<file path="config.mk">
export PLATFORM = sky130hd
export DESIGN_NAME = write_buffer_flat
export DESIGN_NICKNAME = d
export VERILOG_FILES = /design/src/rtl/wb_pkg.sv /design/src/rtl/write_buffer_if.sv /design/src/rtl/wb_fifo.sv /design/src/rtl/write_buffer.sv /design/src/flat_wrapper.sv
export SDC_FILE = /design/constraint.sdc
export NUM_CORES = 1
export LEC_CHECK = 0
export ABC_AREA = 1
export CORE_UTILIZATION = 48
export DETAILED_ROUTE_END_ITERATION = 8
export HOLD_SLACK_MARGIN = 0.12
export PLACE_DENSITY = 0.76
export SKIP_LAST_GASP = 1
export SYNTH_ARGS = -nofsm -noshare
export SYNTH_HDL_FRONTEND = slang
export SYNTH_SLANG_ARGS = --single-unit
</file>
<file path="constraint.sdc">
create_clock -name CLK -period 3.3 [get_ports CLK]
set_clock_uncertainty 0.1 [all_clocks]
set_input_delay 0.66 -clock CLK [delete_from_list [all_inputs] [get_ports CLK]]
set_output_delay 0.66 -clock CLK [all_outputs]
set_load 0.02 [all_outputs]
</file>
<file path="src/rtl/wb_pkg.sv">
// Shared constants and FSM state encoding for the write buffer.
package wb_pkg;

  localparam int DEPTH_DEF = 4;
  localparam int AW_DEF    = 10;
  localparam int DW_DEF    = 32;

  typedef enum logic [1:0] {
    ST_IDLE = 2'd0,
    ST_WR   = 2'd1,
    ST_RD   = 2'd2
  } wb_state_e;

endpackage

</file>
<file path="src/rtl/write_buffer_if.sv">
// Cache-side store/refill ports plus memory-side transaction ports of the write buffer.
interface write_buffer_if #(
  parameter int AW = wb_pkg::AW_DEF,
  parameter int DW = wb_pkg::DW_DEF
) ();

  logic          wr_req;
  logic [AW-1:0] wr_adr;
  logic [DW-1:0] wr_data;
  logic          wb_full;
  logic          wb_empty;
  logic          rd_req;
  logic [AW-1:0] rd_adr;
  logic [DW-1:0] rd_data;
  logic          rd_valid;
  logic          mem_req;
  logic          mem_WE;
  logic [AW-1:0] mem_Adr;
  logic [DW-1:0] mem_wdata;
  logic          mem_ack;
  logic [DW-1:0] mem_rdata;

  modport slave (
    input  wr_req, wr_adr, wr_data, rd_req, rd_adr, mem_ack, mem_rdata,
    output wb_full, wb_empty, rd_data, rd_valid, mem_req, mem_WE, mem_Adr, mem_wdata
  );

  modport master (
    output wr_req, wr_adr, wr_data, rd_req, rd_adr, mem_ack, mem_rdata,
    input  wb_full, wb_empty, rd_data, rd_valid, mem_req, mem_WE, mem_Adr, mem_wdata
  );

endinterface

</file>
<file path="src/rtl/wb_fifo.sv">
// Store FIFO: entry storage, head/tail pointers, occupancy count and flags.
// With WB_FORWARD_EN defined it also searches valid entries for the youngest address match.
module wb_fifo
  import wb_pkg::*;
#(
  parameter int DEPTH = DEPTH_DEF,
  parameter int AW    = AW_DEF,
  parameter int DW    = DW_DEF
) (
  input  logic          CLK,
  input  logic          RST,
  input  logic          push_req,
  input  logic [AW-1:0] push_adr,
  input  logic [DW-1:0] push_data,
  input  logic          pop,
`ifdef WB_FORWARD_EN
  input  logic [AW-1:0] srch_adr,
  output logic          srch_hit,
  output logic [DW-1:0] srch_data,
`endif
  output logic          full,
  output logic          empty,
  output logic [AW-1:0] head_adr,
  output logic [DW-1:0] head_data
);

  localparam int PW = $clog2(DEPTH);
  localparam int CW = PW + 1;

  logic [AW-1:0] adr_mem  [DEPTH];
  logic [DW-1:0] data_mem [DEPTH];
  logic [PW-1:0] head_q;
  logic [PW-1:0] tail_q;
  logic [CW-1:0] count_q;
  logic          push;
  logic          pop_ok;

  // A full buffer refuses the store even if the head leaves on the same edge.
  assign push      = push_req && !full;
  assign pop_ok    = pop && !empty;
  assign full      = (count_q == CW'(DEPTH));
  assign empty     = (count_q == '0);
  assign head_adr  = adr_mem[head_q];
  assign head_data = data_mem[head_q];

  always_ff @(posedge CLK) begin
    if (push) begin
      adr_mem[tail_q]  <= push_adr;
      data_mem[tail_q] <= push_data;
    end
  end

  always_ff @(posedge CLK) begin
    if (RST) begin
      head_q  <= '0;
      tail_q  <= '0;
      count_q <= '0;
    end else begin
      if (push)   tail_q <= tail_q + 1'b1;
      if (pop_ok) head_q <= head_q + 1'b1;
      case ({push, pop_ok})
        2'b10:   count_q <= count_q + 1'b1;
        2'b01:   count_q <= count_q - 1'b1;
        default: ;
      endcase
    end
  end

`ifdef WB_FORWARD_EN
  // Walk oldest to youngest so the last hit is the youngest matching store.
  always_comb begin
    srch_hit  = 1'b0;
    srch_data = '0;
    for (int k = 0; k < DEPTH; k++) begin
      if ((CW'(k) < count_q) && (adr_mem[PW'(head_q + PW'(k))] == srch_adr)) begin
        srch_hit  = 1'b1;
        srch_data = data_mem[PW'(head_q + PW'(k))];
      end
    end
  end
`endif

endmodule

</file>
<file path="src/rtl/write_buffer.sv">
// Write buffer between cache controller and memory: queues stores, arbitrates refill reads.
// Optional WB_FORWARD_EN: refill reads that hit a buffered store are served from the buffer.
//
// state   | meaning
// ST_IDLE | no memory transaction; pick next job by priority
// ST_WR   | draining head store, waiting for mem_ack
// ST_RD   | refill read in flight, waiting for mem_ack
module write_buffer
  import wb_pkg::*;
#(
  parameter int DEPTH = DEPTH_DEF,
  parameter int AW    = AW_DEF,
  parameter int DW    = DW_DEF
) (
  input  logic           CLK,
  input  logic           RST,
  write_buffer_if.slave  bus
);

  wb_state_e     state_q;
  logic          mem_req_q;
  logic          mem_we_q;
  logic [AW-1:0] mem_adr_q;
  logic [DW-1:0] mem_wdata_q;
  logic          rd_valid_q;
  logic [DW-1:0] rd_data_q;

  logic          full;
  logic          empty;
  logic [AW-1:0] head_adr;
  logic [DW-1:0] head_data;
  logic          pop;
  logic          rd_take;
  logic          rd_ok;
`ifdef WB_FORWARD_EN
  logic          srch_hit;
  logic [DW-1:0] srch_data;
`endif

  assign pop     = (state_q == ST_WR) && bus.mem_ack;
  // The cache still holds rd_req during the rd_valid cycle; it must not start a second read.
  assign rd_take = bus.rd_req && !rd_valid_q;

`ifdef WB_FORWARD_EN
  assign rd_ok = !srch_hit;
`else
  assign rd_ok = empty;
`endif

  wb_fifo #(
    .DEPTH(DEPTH),
    .AW   (AW),
    .DW   (DW)
  ) u_fifo (
    .CLK      (CLK),
    .RST      (RST),
    .push_req (bus.wr_req),
    .push_adr (bus.wr_adr),
    .push_data(bus.wr_data),
    .pop      (pop),
`ifdef WB_FORWARD_EN
    .srch_adr (bus.rd_adr),
    .srch_hit (srch_hit),
    .srch_data(srch_data),
`endif
    .full     (full),
    .empty    (empty),
    .head_adr (head_adr),
    .head_data(head_data)
  );

  always_ff @(posedge CLK) begin
    if (RST) begin
      state_q     <= ST_IDLE;
      mem_req_q   <= 1'b0;
      mem_we_q    <= 1'b0;
      mem_adr_q   <= '0;
      mem_wdata_q <= '0;
      rd_valid_q  <= 1'b0;
      rd_data_q   <= '0;
    end else begin
      rd_valid_q <= 1'b0;
      case (state_q)
        ST_IDLE: begin
          if (full) begin
            state_q     <= ST_WR;
            mem_req_q   <= 1'b1;
            mem_we_q    <= 1'b1;
            mem_adr_q   <= head_adr;
            mem_wdata_q <= head_data;
          end else if (rd_take && rd_ok) begin
            state_q   <= ST_RD;
            mem_req_q <= 1'b1;
            mem_we_q  <= 1'b0;
            mem_adr_q <= bus.rd_adr;
          end
`ifdef WB_FORWARD_EN
          else if (rd_take) begin
            rd_data_q  <= srch_data;
            rd_valid_q <= 1'b1;
          end
`endif
          else if (!empty) begin
            state_q     <= ST_WR;
            mem_req_q   <= 1'b1;
            mem_we_q    <= 1'b1;
            mem_adr_q   <= head_adr;
            mem_wdata_q <= head_data;
          end
        end
        ST_WR: begin
          if (bus.mem_ack) begin
            state_q   <= ST_IDLE;
            mem_req_q <= 1'b0;
          end
        end
        ST_RD: begin
          if (bus.mem_ack) begin
            state_q    <= ST_IDLE;
            mem_req_q  <= 1'b0;
            rd_data_q  <= bus.mem_rdata;
            rd_valid_q <= 1'b1;
          end
        end
        default: begin
          state_q   <= ST_IDLE;
          mem_req_q <= 1'b0;
        end
      endcase
    end
  end

  assign bus.wb_full   = full;
  assign bus.wb_empty  = empty;
  assign bus.mem_req   = mem_req_q;
  assign bus.mem_WE    = mem_we_q;
  assign bus.mem_Adr   = mem_adr_q;
  assign bus.mem_wdata = mem_wdata_q;
  assign bus.rd_valid  = rd_valid_q;
  assign bus.rd_data   = rd_data_q;

endmodule
</file>
<file path="src/flat_wrapper.sv">
// flat-port wrapper written by rule: the top's interface ports become plain ports
module write_buffer_flat import wb_pkg::*;
#(
  parameter int DEPTH = DEPTH_DEF,
  parameter int AW    = AW_DEF,
  parameter int DW    = DW_DEF
)
  (CLK, RST, bus_wr_req, bus_wr_adr, bus_wr_data, bus_rd_req, bus_rd_adr, bus_mem_ack, bus_mem_rdata, bus_wb_full, bus_wb_empty, bus_rd_data, bus_rd_valid, bus_mem_req, bus_mem_WE, bus_mem_Adr, bus_mem_wdata);
  write_buffer_if #(.AW(AW), .DW(DW)) bus_i ();
  input  logic CLK;
  input  logic RST;
  input wire logic [$bits(bus_i.wr_req)-1:0] bus_wr_req;
  input wire logic [$bits(bus_i.wr_adr)-1:0] bus_wr_adr;
  input wire logic [$bits(bus_i.wr_data)-1:0] bus_wr_data;
  input wire logic [$bits(bus_i.rd_req)-1:0] bus_rd_req;
  input wire logic [$bits(bus_i.rd_adr)-1:0] bus_rd_adr;
  input wire logic [$bits(bus_i.mem_ack)-1:0] bus_mem_ack;
  input wire logic [$bits(bus_i.mem_rdata)-1:0] bus_mem_rdata;
  output wire logic [$bits(bus_i.wb_full)-1:0] bus_wb_full;
  output wire logic [$bits(bus_i.wb_empty)-1:0] bus_wb_empty;
  output wire logic [$bits(bus_i.rd_data)-1:0] bus_rd_data;
  output wire logic [$bits(bus_i.rd_valid)-1:0] bus_rd_valid;
  output wire logic [$bits(bus_i.mem_req)-1:0] bus_mem_req;
  output wire logic [$bits(bus_i.mem_WE)-1:0] bus_mem_WE;
  output wire logic [$bits(bus_i.mem_Adr)-1:0] bus_mem_Adr;
  output wire logic [$bits(bus_i.mem_wdata)-1:0] bus_mem_wdata;
  assign bus_i.wr_req = bus_wr_req;
  assign bus_i.wr_adr = bus_wr_adr;
  assign bus_i.wr_data = bus_wr_data;
  assign bus_i.rd_req = bus_rd_req;
  assign bus_i.rd_adr = bus_rd_adr;
  assign bus_i.mem_ack = bus_mem_ack;
  assign bus_i.mem_rdata = bus_mem_rdata;
  assign bus_wb_full = bus_i.wb_full;
  assign bus_wb_empty = bus_i.wb_empty;
  assign bus_rd_data = bus_i.rd_data;
  assign bus_rd_valid = bus_i.rd_valid;
  assign bus_mem_req = bus_i.mem_req;
  assign bus_mem_WE = bus_i.mem_WE;
  assign bus_mem_Adr = bus_i.mem_Adr;
  assign bus_mem_wdata = bus_i.mem_wdata;
  write_buffer #(.DEPTH(DEPTH), .AW(AW), .DW(DW)) u_core (.CLK(CLK), .RST(RST), .bus(bus_i));
endmodule
</file>
==> impl_metrics.yaml <==
place:
  io_buffers: 167
  place_congestion: 0.753
  dp_slack_ns: 0.556
  place_hpwl_um: 13200
power_and_ir_drop:
  cellPowerDensity_mw_per_mm2: 640
  combPwrFrac: 0.156
  sw_frac_of_total: 0.252
  pwr-share-clk: 0.374
  max-vdd-ir-drop_mv: 0.657
  pwr-share-seq: 0.470
  p_switching_mw: 2.03
  leakage_nw: 4.63
  intPower_mw: 6.01
worst_setup_path:
  cp_max_fo: 4
  path_class: "flop to output port"
  cp_slowest_cell: "clkdlybuf4s50_1"
  required_ns: 2.54
  path_cells: "nor2_4, nand2_2, inv_1, clkdlybuf4s50_1"
  worst_setup_path_start_kind: "flop"
  worstPathArrival_ns: 1.87
  cp_slowest_stage_delay_ns: 0.63
  endpoint_kind: "output port"
synth:
  ys_ff_latch: 256
  yosysSeqAreaShare: 0.699
  yosysWarnings: 0
  syn_area_mm2: 0.00974
  syn_inst: 895
  avgSynthCellArea_um2: 10.9
  ys_types: 26
  syn_nets: 993
cells_and_area:
  fill_cells: 1557
  drive_gt1_frac: 0.0708
  ff_latch_area_mm2: 0.00681
  multi_input_area_mm2: 0.00248
  final_nets: 1152
  syn_to_final_growth_pct: 29.1
timing:
  setup_viol: 0
  final_hold_viol_count: 0
  period_share: 0.796
  fin_tns_setup_ns: 0
  rsz0062_at_grt: "no"
  maxSlewHeadroom: 0.261
  layout_setup_ws_ns: 0.674
  max_freq_mhz: 381
  worstMarginPinSlew_ns: 1.11
  slew_violations: 0
  final.min_clock_period_ns: 2.63
floorplanning:
  die_y_um: 144
  die-area_mm2: 0.0209
  num_io_pins: 168
  start_util: 0.495
  die_x_um: 144
  core_area_mm2: 0.0197
  rows: 51
cts:
  cts_setup_buffers: 0
  clock_path_buffers: 3
  cts_tree: "done"
  ctsResizeCount: 0
  hold_buffers: 0
  cts_made_buffers: 26
  clkSlewWorstSetupHoldPaths_ns: 0.07
  htreeDepth: 1
  cts.sinks: 256
  insertion_delay_ns: 0.52
  clockRootBuffer: "clkbuf_16"
detailed_routing:
  firstDrtPassIters: 4
  first_iter_violations: 355
  drc: 0
  wire_per_inst_um: 16.1
  via_per_inst: 5.13
  ant_nets: 0
  finalWirelength_um: 21600
  vias: 6875
global_route:
  grt_max_degree: 85
  grt_overflow: 0
  grtUsageTotal: 0.207
  grt_pass1_vias: 6545
  grt_pass1_wl_um: 33200
  antenna_found_initial: 1
job:
  max-cap-violations: 0
min_path:
  hp-class: "flop to flop"
status:
  status: "finished, final reports clean"
[metrics by stage]
| step | hold slack (ns) | power, mW | instance area, um2 | util | instances |
|---|---|---|---|---|---|
| 4_1_cts | 0.365 | 8.11 | 12600 | 0.639 | 1339 |
| 6_report | 0.366 | 8.05 | 12600 | 0.639 | 1340 |
| 3_3_place_gp | 0.349 | 5.08 | 11700 | 0.594 | 1291 |
| 2_1_floorplan | 0.354 | 4.52 | 9740 | - | 895 |
| 5_1_grt | 0.384 | 8.37 | 12600 | 0.639 | 1339 |
| 3_5_place_dp | 0.355 | 5.11 | 11700 | 0.594 | 1291 |
[state kept, by name (all words and copies together) (netlist names), named ones only]
signal and count:
u_core.bus.mem_Adr 10, u_core.bus.mem_wdata 32, u_core.u_fifo.adr_mem 40, u_core.u_fifo.tail_q 2, u_core.bus.rd_valid 1, u_core.u_fifo.head_q 2, u_core.bus.mem_WE 1, u_core.bus.rd_data 32
u_core.u_fifo.data_mem 128, u_core.u_fifo.count_q 3, u_core.state_q 2, u_core.bus.mem_req 1
[layer usage]
layer,vias to the layer above,global-route usage,wire length [um]
met4,0,0.0609,342
met1,3194,0.258,8910
met3,30,0.0467,1990
met2,271,0.359,10300
li1,3380,-,-
met5,-,0,0
[worst max-delay path: cells and delay by family, from the launching register on]
kind / cells / cell delay, ns
buffers and inverters: 2 / 0.76
DFF: 1 / 0.34
and+or+nand+nor: 2 / 0.24
[area by class of cell]
cell class / instances / share of cell area
Antenna cell: 1 / 0.000199
Clock buffer: 27 / 0.0538
Clock inverter: 21 / 0.0174
Inverter: 51 / 0.0152
Multi-Input combinational cell: 538 / 0.198
Sequential cell: 256 / 0.542
Tap cell: 265 / 0.0264
Timing Repair Buffer: 181 / 0.147
[kinds of logic after synthesis]
family / after synthesis / share of synthesized area
AOI/OAI and AO/OA: 189 / 0.102
DFF: 256 / 0.699
buffers and inverters: 101 / 0.0487
and+or+nand+nor: 339 / 0.137
xor gates and xnor gates: 1 / 0.000900
adders and majority gates: 9 / 0.0123
[power by group through the flow]
stage / Sequential [mW] / Clock, mW / Combinational, mW
global placement: 3.84 / 0 / 1.24
detailed placement: 3.85 / 0 / 1.26
global route: 3.81 / 3.18 / 1.38
CTS: 3.78 / 3.05 / 1.27
floorplan: 4.02 / 0 / 0.503
finish: 3.78 / 3.01 / 1.26
[final timing paths]
check | startpoint | end | slack, ns | cells past startpoint
setup / recovery | u_core.u_fifo.count_q[0]$_SDFFE_PP0P_ | bus_wb_empty | 0.67 | 4
hold / removal | u_core.bus.mem_req$_SDFFE_PP0P_ | u_core.bus.mem_req$_SDFFE_PP0P_ | 0.37 | 2
setup reg to reg | u_core.state_q[0]$_SDFFE_PP0P_ | u_core.bus.mem_wdata[14]$_SDFFE_PP0P_ | 1.07 | 6
hold reg to reg | u_core.bus.mem_req$_SDFFE_PP0P_ | u_core.bus.mem_req$_SDFFE_PP0P_ | 0.37 | 2
[placed cells by master (no fill, tap or decap), types with 3 or more instances in the layout]
| cell | Yosys | final |
|---|---|---|
| a21oi_1 | 21 | 21 |
| buf_12 | 0 | 6 |
| buf_4 | 3 | 8 |
| bufinv_16 | 0 | 4 |
| clkbuf_16 | 0 | 27 |
| clkdlybuf4s50_1 | 0 | 167 |
| clkinv_2 | 0 | 10 |
| clkinvlp_4 | 0 | 3 |
| dfxtp_1 | 88 | 86 |
| edfxtp_1 | 168 | 168 |
| ha_1 | 8 | 8 |
| inv_1 | 50 | 49 |
| nand2_1 | 94 | 94 |
| nand3_1 | 28 | 28 |
| nand4_1 | 3 | 3 |
| nor2_1 | 209 | 205 |
| nor2_4 | 1 | 5 |
| o21ai_0 | 114 | 114 |
| o21ai_1 | 20 | 20 |
| o22ai_1 | 32 | 32 |
[cell usage after synthesis, drive strengths merged]
master,number,area (um2)
nor2,212,808
edfxtp,168,5040
o21ai,135,679
nand2,96,365
dfxtp,88,1760
inv,51,191
o22ai,32,200
nand3,28,140
clkbuf,27,105
buf,23,178
a21oi,22,114
ha,8,100
nand4,3,18.8
fa,1,20.0
xor2,1,8.76
Power figures use the tool's default switching activity.
